`config.mk`:
```
export PLATFORM = sky130hd
export DESIGN_NAME = mux2_stream_arbiter
export DESIGN_NICKNAME = d
export VERILOG_FILES = /design/src/rtl/mux_arb_pkg.sv /design/src/rtl/Mux2.sv /design/src/rtl/mux2_stream_arbiter.sv
export SDC_FILE = /design/constraint.sdc
export NUM_CORES = 1
export LEC_CHECK = 0
export BUFFER_PORTS_ARGS = -buffer_cell sky130_fd_sc_hd__buf_2
export CAP_MARGIN = 20
export CORE_MARGIN = 5
export CORE_UTILIZATION = 44
export CTS_BUF_LIST = sky130_fd_sc_hd__clkbuf_2 sky130_fd_sc_hd__clkbuf_4 sky130_fd_sc_hd__clkbuf_8
export CTS_CLUSTER_DIAMETER = 200
export DETAILED_ROUTE_END_ITERATION = 8
export HOLD_SLACK_MARGIN = 0.02
export PLACE_DENSITY = 0.81
export SYNTH_ARGS = -nofsm -noshare
export SYNTH_HDL_FRONTEND = slang
export SYNTH_SLANG_ARGS = --single-unit
```
`constraint.sdc`:
```
create_clock -name clk -period 1.6 [get_ports clk]
set_input_delay 0.08 -clock clk [delete_from_list [all_inputs] [get_ports clk]]
set_output_delay 0.08 -clock clk [all_outputs]
set_load 0.05 [all_outputs]
```
`src/rtl/mux_arb_pkg.sv`:
```
// Shared types for the two-requester packet arbiter.
package mux_arb_pkg;

    typedef enum logic [1:0] {
        ARB_IDLE  = 2'd0,
        ARB_LOCK1 = 2'd1,
        ARB_LOCK2 = 2'd2
    } arb_state_t;

    localparam logic SRC_IN1 = 1'b0;
    localparam logic SRC_IN2 = 1'b1;

endpackage

```
`src/rtl/Mux2.sv`:
```
// Plain WIDTH-bit 2:1 multiplexer: sel=0 picks in1, sel=1 picks in2.
module Mux2 #(
    parameter int WIDTH = 1
) (
    input  logic [WIDTH-1:0] in1,
    input  logic [WIDTH-1:0] in2,
    input  logic             sel,
    output logic [WIDTH-1:0] out
);

    assign out = sel ? in2 : in1;

endmodule

```
`src/rtl/mux2_stream_arbiter.sv`:
```
// Packet-granular round-robin arbiter sharing one Mux2 between two
// valid/ready streams, followed by a single registered output stage.
module mux2_stream_arbiter
    import mux_arb_pkg::*;
#(
    parameter int WIDTH = 32
) (
    input  logic             clk,
    input  logic             rst,
    input  logic             in1_valid,
    output logic             in1_ready,
    input  logic [WIDTH-1:0] in1_data,
    input  logic             in1_last,
    input  logic             in2_valid,
    output logic             in2_ready,
    input  logic [WIDTH-1:0] in2_data,
    input  logic             in2_last,
    output logic             out_valid,
    input  logic             out_ready,
    output logic [WIDTH-1:0] out_data,
    output logic             out_last,
    output logic             out_src,
    output logic             busy
);

    arb_state_t       state_q;
    logic             prio_q;
    logic             out_valid_q, out_valid_d;
    logic [WIDTH-1:0] out_data_q, out_data_d;
    logic             out_last_q, out_last_d;
    logic             out_src_q, out_src_d;

    logic             load;
    logic             grant1, grant2;
    logic             accept;
    logic [WIDTH:0]   mux_out;
    logic             sel_last;
    logic [WIDTH-1:0] sel_data;

    // Output stage can take a beat when empty or being drained this cycle.
    assign load = !out_valid_q || out_ready;

    // Grant: free arbitration in IDLE, otherwise the locked requester only.
    always_comb begin
        grant1 = 1'b0;
        grant2 = 1'b0;
        case (state_q)
            ARB_IDLE: begin
                if (in1_valid && in2_valid) begin
                    grant2 = (prio_q == SRC_IN2);
                    grant1 = (prio_q == SRC_IN1);
                end else begin
                    grant1 = in1_valid;
                    grant2 = in2_valid;
                end
            end
            ARB_LOCK1: grant1 = 1'b1;
            ARB_LOCK2: grant2 = 1'b1;
            default: begin
                grant1 = 1'b0;
                grant2 = 1'b0;
            end
        endcase
    end

    assign in1_ready = grant1 && load;
    assign in2_ready = grant2 && load;
    assign accept    = load && ((grant1 && in1_valid) || (grant2 && in2_valid));

    Mux2 #(.WIDTH(WIDTH + 1)) u_mux (
        .in1 ({in1_last, in1_data}),
        .in2 ({in2_last, in2_data}),
        .sel (grant2),
        .out (mux_out)
    );

    assign sel_last = mux_out[WIDTH];
    assign sel_data = mux_out[WIDTH-1:0];

    // Packet lock and round-robin pointer; prio only moves when a packet ends.
    always_ff @(posedge clk) begin
        if (rst) begin
            state_q <= ARB_IDLE;
            prio_q  <= SRC_IN1;
        end else if (accept) begin
            if (sel_last) begin
                state_q <= ARB_IDLE;
                prio_q  <= grant2 ? SRC_IN1 : SRC_IN2;
            end else begin
                state_q <= grant2 ? ARB_LOCK2 : ARB_LOCK1;
            end
        end
    end

    // Next output beat: refill on accept, empty on drain, hold on stall.
    always_comb begin
        out_valid_d = out_valid_q;
        out_data_d  = out_data_q;
        out_last_d  = out_last_q;
        out_src_d   = out_src_q;
        if (load) begin
            out_valid_d = accept;
        end
        if (accept) begin
            out_data_d = sel_data;
            out_last_d = sel_last;
            out_src_d  = grant2 ? SRC_IN2 : SRC_IN1;
        end
    end

    // Output register stage.
    always_ff @(posedge clk) begin
        if (rst) begin
            out_valid_q <= 1'b0;
            out_data_q  <= '0;
            out_last_q  <= 1'b0;
            out_src_q   <= SRC_IN1;
        end else begin
            out_valid_q <= out_valid_d;
            out_data_q  <= out_data_d;
            out_last_q  <= out_last_d;
            out_src_q   <= out_src_d;
        end
    end

    assign out_valid = out_valid_q;
    assign out_data  = out_data_q;
    assign out_last  = out_last_q;
    assign out_src   = out_src_q;
    assign busy      = (state_q != ARB_IDLE) || out_valid_q;

endmodule

```
==> results by group <==
Yosys
  – Adder-cell share of the synthesized area: 0%
  – Mux cell area share after synthesis: 0%
  – Synth Area in XOR/XNOR: 0%
  – Synthesized area: 1800 sq um
  – Dominant cells by area after synthesis: dfxtp_1, a311oi_2, nand2_1, a311oi_1, nor2_1
  – Yosys cell types: 23
  – Syn avg cell area: 8.32 sq um
  – Mapped Nets: 287
  – Syn Inst Count: 216
  – Register area share after synthesis: 42.3%
  – Largest family of logic cells by synthesized area: simple AND/OR/NAND/NOR gates
  – Post-Synth Simple-Gate Area: 26.5%
  – Compound-Gate Fraction of Synth Area: 25.8%
  – Yosys reg bits: 38
  – YS warnings: 0
  – Cell taking the most area after synthesis: dfxtp_1
  – Post-synth top area share: 42.3%

STA
  – Relative slew slack: 69.4%
  – Final worst setup slack: 0.108 ns
  – Clock skew: 0.00289 ns
  – Final Max Tran Viols: 0
  – Final hold vios: 0
  – Fmax: 670 MHz
  – Period Utilization, post-route: 93.2%
  – Worst-margin pin slew: 0.458 ns
  – Crit path time final: 1.49 ns
  – Final setup viols: 0

Clocking
  – CTS tree: done
  – Clock latency on the worst-skew pair: 0.28 ns
  – Clk buf depth: 2
  – Root Driver: clkbuf_8
  – Clock buffers created by TritonCTS: 5
  – Clock sinks: 38
  – Clk pin slew, worst setup/hold paths: 0.07 ns
  – H-tree depth: 2
  – Hold buffers post-CTS: 0

Place
  – Gpl congestion: 0.817
  – Post-DP HPWL: 3880 um
  – Dpl ws: 0.132 ns
  – Placement Cell Area: 2440 sq um
  – Port bufs: 108
  – DP Cell Count: 365

Final layout
  – Filler cell count in the final layout: 355
  – Nets: 393
  – Area Growth Syn to Fin: 42.3%
  – N_diodes: 0
  – Finished Core Util: 64.4%
  – Design area: 2560 sq um
  – Most frequent cells in the layout: buf_2, nand2_1, dfxtp_1
  – Share of cells above drive strength 1: 46.1%
  – Non-Filler Instances: 373
  – Commonest non-fill, non-tap cell in the layout: buf_2

Worst setup path
  – WP data required: 1.76 ns
  – R2R setup slack: 0.11 ns
  – Worst Path Arrival: 1.65 ns
  – Reg2reg start: state_q[0]
  – Reg2reg end: state_q[1]
  – CP Max Fanout: 29
  – CP Capture Type: flop
  – Worst Setup Path Type: flop to flop
  – R2R depth: 5
  – Startpoint Class: flop

Worst hold path
  – Hold endpoint: out_data[12]
  – Beginning of the worst hold path: in1_data[12]
  – Worst Hold Depth: 3
  – Min-delay worst type: input pin to flop

Detailed routing
  – DR pass1 iterations: 4
  – Avg Vias per Cell: 5.13
  – Post-route ant nets: 0
  – Routed WL per cell: 13.7 um
  – Total Wirelength: 5100 um
  – Vias: 1,912
  – Starting DRC count in detailed routing: 62
  – # DRC: 0

Global route
  – Largest net degree at the start of global routing: 43
  – Remaining Overflow, GRT: 0
  – Gr usage total: 18.6%
  – Vias in the first global route: 1,862
  – First-pass GRT wire length: 7980 um
  – Initial antenna violation count: 0

Floorplan
  – Die area: 5460 sq um
  – Die Y: 73.9 um
  – Io pins: 109
  – Core Area: 3970 sq um
  – FP Rows: 23
  – Starting Density: 45.2%
  – Die outline width: 73.9 um

Power
  – VDD IR max: 0.000665 V
  – Power Density: 1160 nW/um^2
  – Leakage: 1.22 nW

Outcome
  – Run status: finished clean

Job
  – Max Cap Viol: 0
-- where the power goes --
part | leakage [nW] | internal, W | total (W) | switching (W)
clock network | 0.0575 | 0.000435 | 0.000746 | 0.000312
logic | 0.850 | 0.000344 | 0.00110 | 0.000760
registers | 0.316 | 0.00106 | 0.00112 | 0.0000581
total | 1.22 | 0.00184 | 0.00297 | 0.00113
-- sequential cells by signal, indices dropped and copies added, names as in the netlist --
name	flops
out_src	1
out_valid	1
out_data	32
state_q	2
prio_q	1
out_last	1
-- cells in the mapped netlist --
| master | instances |
|---|---|
| o32ai_1 | 2 |
| nor3_1 | 1 |
| a21oi_1 | 5 |
| nor2_2 | 1 |
| buf_2 | 10 |
| or3_1 | 1 |
| buf_4 | 2 |
| a311oi_2 | 17 |
| and2_1 | 2 |
| a311oi_1 | 16 |
| o21bai_1 | 1 |
| nand2_1 | 68 |
| buf_6 | 1 |
| nor2b_1 | 1 |
| nand2b_1 | 5 |
| dfxtp_1 | 38 |
| nand3b_1 | 1 |
| a21oi_2 | 1 |
| or2_1 | 1 |
| clkbuf_1 | 5 |
| nor3b_2 | 1 |
| nor2_1 | 34 |
| o21ai_0 | 2 |
-- worst max-delay path, stage by stage (launching register included) --
cell	delay, ns
dfxtp_1	0.34
nand2b_1	0.20
a21oi_4	0.23
buf_12	0.21
nand2_1	0.09
o32ai_1	0.29
-- metal layers --
metal	vias up	global-route usage, %	part of all wire, %
met4	0	5.43	1.0
li1	963	-	-
met3	7	5.34	7.8
met1	882	21.4	40
met2	60	33.2	51
met5	-	0	0
-- cells by family (layout without fill, tap and decap cells) --
group / after synthesis / count (layout)
flops: 38 / 38
simple gates: 116 / 116
compound gates: 44 / 44
buf+inv: 18 / 125
-- layout make-up --
cell class	count	area, sq um	area share (%)
Sequential cell	38	762	29.8
Timing Repair Buffer	117	661	25.8
Clock buffer	8	110	4.31
Multi-Input combinational cell	160	962	37.6
Tap cell	50	62.6	2.45
-- what timing repair did --
item / in CTS / in global routing
buffers inserted: 0 / 0
gates resized for setup: 0 / 3
setup endpoints to repair: 0 / 4
-- worst max-delay path by stage --
| stage | cells after the start | from | end |
|---|---|---|---|
| final | 5 | state_q[0] | state_q[1] |
| after global placement | 5 | state_q[1] | out_data[19] |
| after CTS | 4 | state_q[1] | in2_ready |
| after detailed placement | 5 | state_q[1] | out_data[26] |
| after global routing | 5 | state_q[0] | state_q[1] |
| after floorplan | 4 | out_valid | out_data[21] |
-- per-stage QoR --
| step | power, W | setup TNS [ns] | hold slack [ns] |
|---|---|---|---|
| after floorplan | 0.00193 | -0.430 | 0.197 |
| after global placement | 0.00222 | 0 | 0.343 |
| after detailed placement | 0.00224 | 0 | 0.350 |
| after CTS | 0.00300 | 0 | 0.0451 |
| after global routing | 0.00313 | -0.00761 | 0.0484 |
| final | 0.00297 | 0 | 0.0545 |
No activity file was read; power rests on OpenSTA's default activity.
